--- src/rtl/mem_arb_pkg.sv ---
// Shared constants for the IF/MEM unified memory port arbiter: state encoding,
// default fetch read code and control-bus enable bit positions.
package mem_arb_pkg;

  localparam logic [2:0] ST_IDLE    = 3'd0;
  localparam logic [2:0] ST_I_ISSUE = 3'd1;
  localparam logic [2:0] ST_I_WAIT  = 3'd2;
  localparam logic [2:0] ST_D_ISSUE = 3'd3;
  localparam logic [2:0] ST_D_WAIT  = 3'd4;

  typedef enum logic [2:0] {
    StIdle   = ST_IDLE,
    StIIssue = ST_I_ISSUE,
    StIWait  = ST_I_WAIT,
    StDIssue = ST_D_ISSUE,
    StDWait  = ST_D_WAIT
  } arb_state_e;

  localparam logic [3:0] IF_READ_CODE_DEF = 4'b1010;

  localparam int unsigned READ_EN_BIT  = 3;
  localparam int unsigned WRITE_EN_BIT = 2;

endpackage

--- src/rtl/mem_port_arbiter_if.sv ---
// Bundles the fetch, data and memory-side buses of the arbiter.
// slave = arbiter view; master = cpu + memory environment view.
interface mem_port_arbiter_if;

  logic        INSTR_READ;
  logic [31:0] INSTR_ADDR;
  logic [31:0] INSTR_DATA;
  logic        INSTR_MEM_BUSYWAIT;

  logic [3:0]  DATA_MEM_READ;
  logic [2:0]  DATA_MEM_WRITE;
  logic [31:0] DATA_MEM_ADDR;
  logic [31:0] DATA_MEM_WRITE_DATA;
  logic [31:0] DATA_MEM_READ_DATA;
  logic        DATA_MEM_BUSYWAIT;

  logic [3:0]  MEM_READ;
  logic [2:0]  MEM_WRITE;
  logic [31:0] MEM_ADDR;
  logic [31:0] MEM_WRITE_DATA;
  logic [31:0] MEM_READ_DATA;
  logic        MEM_BUSYWAIT;

  modport slave (
    input  INSTR_READ, INSTR_ADDR,
    output INSTR_DATA, INSTR_MEM_BUSYWAIT,
    input  DATA_MEM_READ, DATA_MEM_WRITE, DATA_MEM_ADDR, DATA_MEM_WRITE_DATA,
    output DATA_MEM_READ_DATA, DATA_MEM_BUSYWAIT,
    output MEM_READ, MEM_WRITE, MEM_ADDR, MEM_WRITE_DATA,
    input  MEM_READ_DATA, MEM_BUSYWAIT
  );

  modport master (
    output INSTR_READ, INSTR_ADDR,
    input  INSTR_DATA, INSTR_MEM_BUSYWAIT,
    output DATA_MEM_READ, DATA_MEM_WRITE, DATA_MEM_ADDR, DATA_MEM_WRITE_DATA,
    input  DATA_MEM_READ_DATA, DATA_MEM_BUSYWAIT,
    input  MEM_READ, MEM_WRITE, MEM_ADDR, MEM_WRITE_DATA,
    output MEM_READ_DATA, MEM_BUSYWAIT
  );

endinterface

--- src/rtl/mem_arb_streak_counter.sv ---
// Saturating count of consecutive data grants made while a fetch is waiting.
module mem_arb_streak_counter #(
  parameter int unsigned MAX_D_STREAK = 4
) (
  input  logic clk,
  input  logic rst_n,
  input  logic inc,
  input  logic clr,
  output logic at_max
);

  localparam logic [3:0] MaxCount = 4'(MAX_D_STREAK);

  logic [3:0] count_q, count_d;

  assign at_max = (count_q == MaxCount);

  always_comb begin
    count_d = count_q;
    if (clr) begin
      count_d = '0;
    end else if (inc && !at_max) begin
      count_d = count_q + 4'd1;
    end
  end

  always_ff @(posedge clk or negedge rst_n) begin
    if (!rst_n) begin
      count_q <= '0;
    end else begin
      count_q <= count_d;
    end
  end

endmodule

--- src/rtl/mem_port_arbiter.sv ---
// Arbitrates one memory port between instruction fetch and data access, data first
// with bounded fetch starvation. Optional stall counters: MEM_ARB_PERF_CNT_EN.
module mem_port_arbiter
  import mem_arb_pkg::*;
#(
  parameter int unsigned MAX_D_STREAK = 4,
  parameter logic [3:0]  IF_READ_CODE = IF_READ_CODE_DEF
) (
  input  logic               CLK,
  input  logic               RESET,
  mem_port_arbiter_if.slave  bus
`ifdef MEM_ARB_PERF_CNT_EN
  ,
  output logic [31:0]        PERF_I_STALL,
  output logic [31:0]        PERF_D_STALL
`endif
);

  arb_state_e state_q, state_d;

  logic        i_req, d_req;
  logic        i_done_q, d_done_q;
  logic        grant_i, grant_d;
  logic        i_complete, d_complete;
  logic        at_max;
  logic [3:0]  mem_read_q;
  logic [2:0]  mem_write_q;
  logic [31:0] mem_addr_q, mem_wdata_q;
  logic [31:0] instr_data_q, data_rdata_q;

  assign i_req = bus.INSTR_READ;
  assign d_req = bus.DATA_MEM_READ[READ_EN_BIT] | bus.DATA_MEM_WRITE[WRITE_EN_BIT];

  assign bus.INSTR_MEM_BUSYWAIT = i_req & ~i_done_q;
  assign bus.DATA_MEM_BUSYWAIT  = d_req & ~d_done_q;

  assign bus.MEM_READ           = mem_read_q;
  assign bus.MEM_WRITE          = mem_write_q;
  assign bus.MEM_ADDR           = mem_addr_q;
  assign bus.MEM_WRITE_DATA     = mem_wdata_q;
  assign bus.INSTR_DATA         = instr_data_q;
  assign bus.DATA_MEM_READ_DATA = data_rdata_q;

  assign i_complete = (state_q == StIWait) && !bus.MEM_BUSYWAIT;
  assign d_complete = (state_q == StDWait) && !bus.MEM_BUSYWAIT;

  always_comb begin
    state_d = state_q;
    grant_i = 1'b0;
    grant_d = 1'b0;
    case (state_q)
      StIdle: begin
        // The done cycle is a turnaround: the finished requester still shows its old
        // request, so nobody is granted until it has had a chance to advance.
        if (!i_done_q && !d_done_q) begin
          if (d_req && !(i_req && at_max)) begin
            grant_d = 1'b1;
            state_d = StDIssue;
          end else if (i_req) begin
            grant_i = 1'b1;
            state_d = StIIssue;
          end
        end
      end
      StIIssue: state_d = StIWait;
      StIWait:  if (!bus.MEM_BUSYWAIT) state_d = StIdle;
      StDIssue: state_d = StDWait;
      StDWait:  if (!bus.MEM_BUSYWAIT) state_d = StIdle;
      default:  state_d = StIdle;
    endcase
  end

  always_ff @(posedge CLK or negedge RESET) begin
    if (!RESET) begin
      state_q      <= StIdle;
      i_done_q     <= 1'b0;
      d_done_q     <= 1'b0;
      mem_read_q   <= '0;
      mem_write_q  <= '0;
      mem_addr_q   <= '0;
      mem_wdata_q  <= '0;
      instr_data_q <= '0;
      data_rdata_q <= '0;
    end else begin
      state_q  <= state_d;
      i_done_q <= i_complete;
      d_done_q <= d_complete;
      if (grant_i) begin
        mem_addr_q  <= bus.INSTR_ADDR;
        mem_read_q  <= IF_READ_CODE;
        mem_write_q <= '0;
        mem_wdata_q <= '0;
      end else if (grant_d) begin
        mem_addr_q  <= bus.DATA_MEM_ADDR;
        mem_wdata_q <= bus.DATA_MEM_WRITE_DATA;
        if (bus.DATA_MEM_WRITE[WRITE_EN_BIT]) begin
          mem_read_q  <= '0;
          mem_write_q <= bus.DATA_MEM_WRITE;
        end else begin
          mem_read_q  <= bus.DATA_MEM_READ;
          mem_write_q <= '0;
        end
      end else if (i_complete || d_complete) begin
        mem_read_q  <= '0;
        mem_write_q <= '0;
      end
      if (i_complete) begin
        instr_data_q <= bus.MEM_READ_DATA;
      end
      // Stores leave the load data register untouched.
      if (d_complete && mem_read_q[READ_EN_BIT]) begin
        data_rdata_q <= bus.MEM_READ_DATA;
      end
    end
  end

  mem_arb_streak_counter #(
    .MAX_D_STREAK(MAX_D_STREAK)
  ) u_streak (
    .clk   (CLK),
    .rst_n (RESET),
    .inc   (grant_d & i_req),
    .clr   (grant_i | (grant_d & ~i_req)),
    .at_max(at_max)
  );

`ifdef MEM_ARB_PERF_CNT_EN
  logic [31:0] perf_i_q, perf_d_q;

  always_ff @(posedge CLK or negedge RESET) begin
    if (!RESET) begin
      perf_i_q <= '0;
      perf_d_q <= '0;
    end else begin
      if (bus.INSTR_MEM_BUSYWAIT) perf_i_q <= perf_i_q + 32'd1;
      if (bus.DATA_MEM_BUSYWAIT)  perf_d_q <= perf_d_q + 32'd1;
    end
  end

  assign PERF_I_STALL = perf_i_q;
  assign PERF_D_STALL = perf_d_q;
`endif

endmodule

--- src/flat_wrapper.sv ---
// flat-port wrapper written by rule: the top's interface ports become plain ports
module mem_port_arbiter_flat import mem_arb_pkg::*;
#(
  parameter int unsigned MAX_D_STREAK = 4,
  parameter logic [3:0]  IF_READ_CODE = IF_READ_CODE_DEF
)
  (CLK, RESET, bus_INSTR_READ, bus_INSTR_ADDR, bus_INSTR_DATA, bus_INSTR_MEM_BUSYWAIT, bus_DATA_MEM_READ, bus_DATA_MEM_WRITE, bus_DATA_MEM_ADDR, bus_DATA_MEM_WRITE_DATA, bus_DATA_MEM_READ_DATA, bus_DATA_MEM_BUSYWAIT, bus_MEM_READ, bus_MEM_WRITE, bus_MEM_ADDR, bus_MEM_WRITE_DATA, bus_MEM_READ_DATA, bus_MEM_BUSYWAIT);
  mem_port_arbiter_if bus_i ();
  input  logic CLK;
  input  logic RESET;
  input wire logic [$bits(bus_i.INSTR_READ)-1:0] bus_INSTR_READ;
  input wire logic [$bits(bus_i.INSTR_ADDR)-1:0] bus_INSTR_ADDR;
  output wire logic [$bits(bus_i.INSTR_DATA)-1:0] bus_INSTR_DATA;
  output wire logic [$bits(bus_i.INSTR_MEM_BUSYWAIT)-1:0] bus_INSTR_MEM_BUSYWAIT;
  input wire logic [$bits(bus_i.DATA_MEM_READ)-1:0] bus_DATA_MEM_READ;
  input wire logic [$bits(bus_i.DATA_MEM_WRITE)-1:0] bus_DATA_MEM_WRITE;
  input wire logic [$bits(bus_i.DATA_MEM_ADDR)-1:0] bus_DATA_MEM_ADDR;
  input wire logic [$bits(bus_i.DATA_MEM_WRITE_DATA)-1:0] bus_DATA_MEM_WRITE_DATA;
  output wire logic [$bits(bus_i.DATA_MEM_READ_DATA)-1:0] bus_DATA_MEM_READ_DATA;
  output wire logic [$bits(bus_i.DATA_MEM_BUSYWAIT)-1:0] bus_DATA_MEM_BUSYWAIT;
  output wire logic [$bits(bus_i.MEM_READ)-1:0] bus_MEM_READ;
  output wire logic [$bits(bus_i.MEM_WRITE)-1:0] bus_MEM_WRITE;
  output wire logic [$bits(bus_i.MEM_ADDR)-1:0] bus_MEM_ADDR;
  output wire logic [$bits(bus_i.MEM_WRITE_DATA)-1:0] bus_MEM_WRITE_DATA;
  input wire logic [$bits(bus_i.MEM_READ_DATA)-1:0] bus_MEM_READ_DATA;
  input wire logic [$bits(bus_i.MEM_BUSYWAIT)-1:0] bus_MEM_BUSYWAIT;
  assign bus_i.INSTR_READ = bus_INSTR_READ;
  assign bus_i.INSTR_ADDR = bus_INSTR_ADDR;
  assign bus_INSTR_DATA = bus_i.INSTR_DATA;
  assign bus_INSTR_MEM_BUSYWAIT = bus_i.INSTR_MEM_BUSYWAIT;
  assign bus_i.DATA_MEM_READ = bus_DATA_MEM_READ;
  assign bus_i.DATA_MEM_WRITE = bus_DATA_MEM_WRITE;
  assign bus_i.DATA_MEM_ADDR = bus_DATA_MEM_ADDR;
  assign bus_i.DATA_MEM_WRITE_DATA = bus_DATA_MEM_WRITE_DATA;
  assign bus_DATA_MEM_READ_DATA = bus_i.DATA_MEM_READ_DATA;
  assign bus_DATA_MEM_BUSYWAIT = bus_i.DATA_MEM_BUSYWAIT;
  assign bus_MEM_READ = bus_i.MEM_READ;
  assign bus_MEM_WRITE = bus_i.MEM_WRITE;
  assign bus_MEM_ADDR = bus_i.MEM_ADDR;
  assign bus_MEM_WRITE_DATA = bus_i.MEM_WRITE_DATA;
  assign bus_i.MEM_READ_DATA = bus_MEM_READ_DATA;
  assign bus_i.MEM_BUSYWAIT = bus_MEM_BUSYWAIT;
  mem_port_arbiter #(.MAX_D_STREAK(MAX_D_STREAK), .IF_READ_CODE(IF_READ_CODE)) u_core (.CLK(CLK), .RESET(RESET), .bus(bus_i));
endmodule
--- config.mk ---
export PLATFORM = sky130hd
export DESIGN_NAME = mem_port_arbiter_flat
export DESIGN_NICKNAME = d
export VERILOG_FILES = /design/src/rtl/mem_arb_pkg.sv /design/src/rtl/mem_port_arbiter_if.sv /design/src/rtl/mem_arb_streak_counter.sv /design/src/rtl/mem_port_arbiter.sv /design/src/flat_wrapper.sv
export SDC_FILE = /design/constraint.sdc
export NUM_CORES = 1
export LEC_CHECK = 0
export CAP_MARGIN = 40
export CORE_UTILIZATION = 44
export CTS_BUF_LIST = sky130_fd_sc_hd__clkbuf_8
export DETAILED_ROUTE_END_ITERATION = 10
export MAX_ROUTING_LAYER = met4
export PLACE_DENSITY = 0.83
export SLEW_MARGIN = 30
export SYNTH_ARGS = -nofsm -noshare
export SYNTH_HDL_FRONTEND = slang
export SYNTH_HIERARCHICAL = 1
export SYNTH_SLANG_ARGS = --single-unit
--- constraint.sdc ---
create_clock -name CLK -period 3.4 [get_ports CLK]
set_input_delay 0.68 -clock CLK [delete_from_list [all_inputs] [get_ports CLK]]
set_output_delay 0.68 -clock CLK [all_outputs]
set_load 0.1 [all_outputs]
After elaboration in Yosys (flattened, before gate mapping)
Index checks and enable logic that the tools add are counted.
{"block": "totals", "input_bits": 139, "output_inout_bits": 137, "reg_bits": 144, "word_cells": 73}
{"block": "op_classes", "n_reduce_logical": 19, "add_sub_neg": 1, "bitwise_logic": 9, "muxes": 26, "n_eq_ne": 8}
{"cell": "$mux W32", "count": 4}
{"cell": "$mux W3", "count": 8}
{"cell": "$mux W4", "count": 6}
{"cell": "$pmux W3 S4", "count": 1}
{"cell": "$logic_and A1 B1 Y1", "count": 7}
{"cell": "$mux W1", "count": 7}
{"cell": "$eq A3 B2 Y1 const B", "count": 2}
{"cell": "$logic_not A1 Y1", "count": 5}
{"cell": "$add A4 B1 Y4 const B", "count": 1}
{"cell": "$and A1 B1 Y1", "count": 4}
{"cell": "$eq A4 B3 Y1 const B", "count": 1}
{"cell": "$reduce_bool A2 Y1", "count": 2}
{"cell": "$eq A3 B1 Y1 const B", "count": 1}
{"cell": "$eq A3 B3 Y1 const B", "count": 1}
{"cell": "$logic_not A3 Y1", "count": 1}
{"cell": "$ne A3 B2 Y1 const B", "count": 1}
{"cell": "$not A1 Y1", "count": 3}
{"cell": "$reduce_and A3 Y1", "count": 1}
{"cell": "$reduce_bool A3 Y1", "count": 1}
{"cell": "$ne A2 B1 Y1 const B", "count": 1}
{"cell": "$ne A2 B2 Y1 const B", "count": 1}
{"cell": "$or A1 B1 Y1", "count": 2}
{"cell": "$reduce_or A2 Y1", "count": 1}
{"cell": "$logic_or A1 B1 Y1", "count": 1}

Longest topological paths before layout
{"block": "depth", "ltp_word": 11, "depth_mapped": 9}

Modules after synthesis
The synthesis kept the hierarchy.
{"mod": "mem_port_arbiter", "area_per_inst_um2": 6053.3, "cells_per_inst": 457, "instances": 1, "seq_area_each_um2": 3503.4}
{"mod": "mem_arb_streak_counter", "area_per_inst_um2": 234.0, "cells_per_inst": 24, "instances": 1, "seq_area_each_um2": 100.1}

Worst setup path after synthesis
Ideal clock, no wire load.
{"block": "synth_timing", "path_type": "input to output", "startpoint": "input bus_INSTR_READ", "endpoint": "output bus_INSTR_MEM_BUSYWAIT", "path_buffers": 3, "cell_stages": 5, "arrival_time_ps": 2628, "path_slack_ps": 92, "cell_sequence": "clkbuf_1 > inv_1 > clkbuf_1 > clkbuf_1 > nor2_1"}
{"block": "synth_via", "elab_chain_cells": 1}
{"item": "start, declared", "line": "flat_wrapper.sv:11", "text": "input wire logic [$bits(bus_i.INSTR_READ)-1:0] bus_INSTR_READ;"}
{"item": "$and A1 B1 Y1", "line": "mem_port_arbiter.sv:34", "text": "assign bus.INSTR_MEM_BUSYWAIT = i_req & ~i_done_q;"}
{"item": "end, declared", "line": "flat_wrapper.sv:14", "text": "output wire logic [$bits(bus_i.INSTR_MEM_BUSYWAIT)-1:0] bus_INSTR_MEM_BUSYWAIT;"}
Every way passes these cells.

Worst setup path after layout
Same ends and word-level chain as after synthesis.

==> flow_summary.yaml <==
run_status:
  status: "completed"
synthesis:
  synthMuxAreaShare_pct: 11.6
  ys_seq_elements: 144
  synth_top_area_share_pct: 57.3
  ys_types: 46
  synth_top_cell_by_area: "dfrtp_1"
  yosys.area_share.simple_pct: 3.82
  ys_seq_area_share_pct: 57.3
  async_reset_ff_share_pct: 100
  syn_area_per_cell_um2: 13.1
  synthAdderAreaFrac_pct: 0.398
  synth_xor_area_share_pct: 0.139
  synth_nets: 622
  synth-compound-area-share_pct: 22.1
  synthTopCellsByArea: "dfrtp_1 (57%), mux2_2 (11%), a2bb2oi_1 (4.5%)"
  synth_edf_count: 0
  synth_top_family_by_area: "compound AO/OA/AOI/OAI gates"
  syn_area_um2: 6290
  yosysWarnings: 6
  ys.flop_type: "dfrtp_1"
  syn_inst: 481
die:
  die_w_um: 122
  die-area_um2: 14800
  start_util_pct: 45.1
  core-area_um2: 13900
  io_pins: 276
  fp-row-count: 43
  die_h_um: 122
setup_path:
  crit_path_end_kind: "primary output"
  cp-start-kind: "input port"
  crit_path_max_fanout: 8
  regToRegStartpoint: "u_core/state_q[2]"
  cp_data_arrival_time_ns: 1.97
  path_class: "in -> out"
  r2r_slack_ns: 0.77
  worstPathRequired_ns: 2.72
  r2r_cells: 6
  reg2reg_to: "u_core/u_streak/count_q[3]"
clock_tree:
  h-tree-depth: 4
  ctsResizeCount: 0
  cts_root_buf: "clkbuf_8"
  cts_tree: "yes"
  numCtsBuffers: 17
  clock_latency_ns: 0.44
  clk_pin_slew_ns: 0.08
  postCtsSetupRepairBufs: 0
  ctsLongestPathBuffers: 2
  hold_buffers: 0
  cts.sinks: 144
place:
  dpl_cell_area_um2: 10100
  dpl.hpwl_mm: 15.4
  place_congestion: 0.883
  portBuffers: 275
sta:
  skew_ns: 0.0130
  report.final.setup_viol: 0
  worstMarginPinSlew_ns: 0.663
  hold_viol: 0
  period_minus_slack_ns: 2.65
  rsz0062_at_grt: "false"
  max_freq_mhz: 378
  final.setup.tns_ns: 0
  drv_slew: 0
  relSlewSlack_pct: 55.8
  min_period_over_period_pct: 77.8
detailed_routing:
  drc_errors: 0
  wl_per_cell_um: 21.0
  firstDrtPassIters: 5
  routed_wl_mm: 21.0
  num_vias: 5643
  ant_nets: 0
  first_iter_violations: 429
  vias_per_cell: 5.64
layout:
  n_antenna_cell: 0
  drive_above_1_share_pct: 34.0
  area_growth_pct: 67.1
  nets: 949
  final_common_cell: "clkdlybuf4s50_1"
  post-route-cell-area_um2: 10500
  fin_util_pct: 75.4
  final_cell_mix: "clkdlybuf4s50_1 (204), dfrtp_1 (143), buf_4 (82)"
grt:
  grt-ovfl-total: 0
  use_met3_pct: 9.69
  met1_usage_pct: 33.8
  grt.total_usage_pct: 29.8
  grt_pass1_vias: 6085
  antenna_found_initial: 0
  grt_busiest_layer: "met2"
  gr-usage-met2_pct: 49.3
  grt_pass1_wl_mm: 32.1
  grt_start_max_net_pins: 72
run:
  cap_violations: 0
min_path:
  min_path_type: "in -> async"
==> final cells by class <==
| cell class | count | area, um2 |
|---|---|---|
| inverter | 7 | 26.3 |
| tap | 180 | 225 |
| sequential | 144 | 3600 |
| timing repair buffer | 356 | 3830 |
| multi-input combinational | 282 | 2400 |
| clock inverter | 12 | 143 |
| clock buffer | 20 | 275 |
| fill | 800 | 3430 |
==> state kept, by name, indices dropped and copies added, names as in the netlist <==
name and count:
u_core/bus.DATA_MEM_READ_DATA 32, u_core/bus.INSTR_DATA 32, u_core/bus.MEM_ADDR 32, u_core/bus.MEM_WRITE_DATA 32
u_core/bus.MEM_READ 4, u_core/u_streak/count_q 4, u_core/bus.MEM_WRITE 3, u_core/state_q 3
u_core/d_done_q 1, u_core/i_done_q 1
==> cell usage after synthesis, types with 3 or more instances <==
cell type	count
inv_2	3
buf_2	14
o31ai_1	12
a21oi_1	5
inv_1	4
clkbuf_1	22
o31ai_2	20
a32o_1	3
mux2_2	63
o21ai_1	29
buf_8	3
nand2_1	5
buf_1	3
a22o_1	4
o21ai_0	37
nor2_1	6
dfrtp_1	144
buf_6	3
buf_4	3
a2bb2oi_1	32
o32ai_1	32
nand3_1	5
==> metrics by stage <==
step | cells | hold slack [ns] | worst slack [ns]
floorplan | 481 | 0.384 | 0.0922
global placement | 902 | 0.472 | 0.760
detailed placement | 969 | 0.487 | 0.612
CTS | 1001 | 0.227 | 0.755
global route | 1001 | 0.248 | 0.629
finish | 1001 | 0.216 | 0.754
==> kinds of logic (layout without fill, tap and decap cells) <==
logic type / Yosys count / after routing
compound gates: 182 / 182
xor+xnor: 1 / 1
fa+ha+maj: 2 / 2
buf+inv: 55 / 395
flops: 144 / 144
mux: 65 / 65
simple gates: 32 / 32
==> metal layers <==
layer	wire length, um	up-vias
met1	8060	2825
li1	-	2493
met3	1820	42
met5	0	-
met4	524	0
met2	10600	283
==> worst max-delay path: stages <==
cell	delay (ns)
clkdlybuf4s50_1	0.65
clkinv_1	0.17
nor2_1	0.25
buf_12	0.21
==> worst max-delay path by stage <==
stage	from	end	cells after the start
finish	bus_INSTR_READ	bus_INSTR_MEM_BUSYWAIT	4
global route	u_core/state_q[2]	u_core/u_streak/count_q[3]	6
CTS	bus_INSTR_READ	bus_INSTR_MEM_BUSYWAIT	4
detailed placement	bus_DATA_MEM_READ[3]	u_core/bus.MEM_ADDR[12]	5
global placement	bus_DATA_MEM_READ[3]	u_core/bus.MEM_ADDR[13]	5
floorplan	bus_INSTR_READ	bus_INSTR_MEM_BUSYWAIT	5
Power is left out: the tool's default activity adds up to more than one toggle a clock period on the data nets, which glitch-free logic cannot reach.
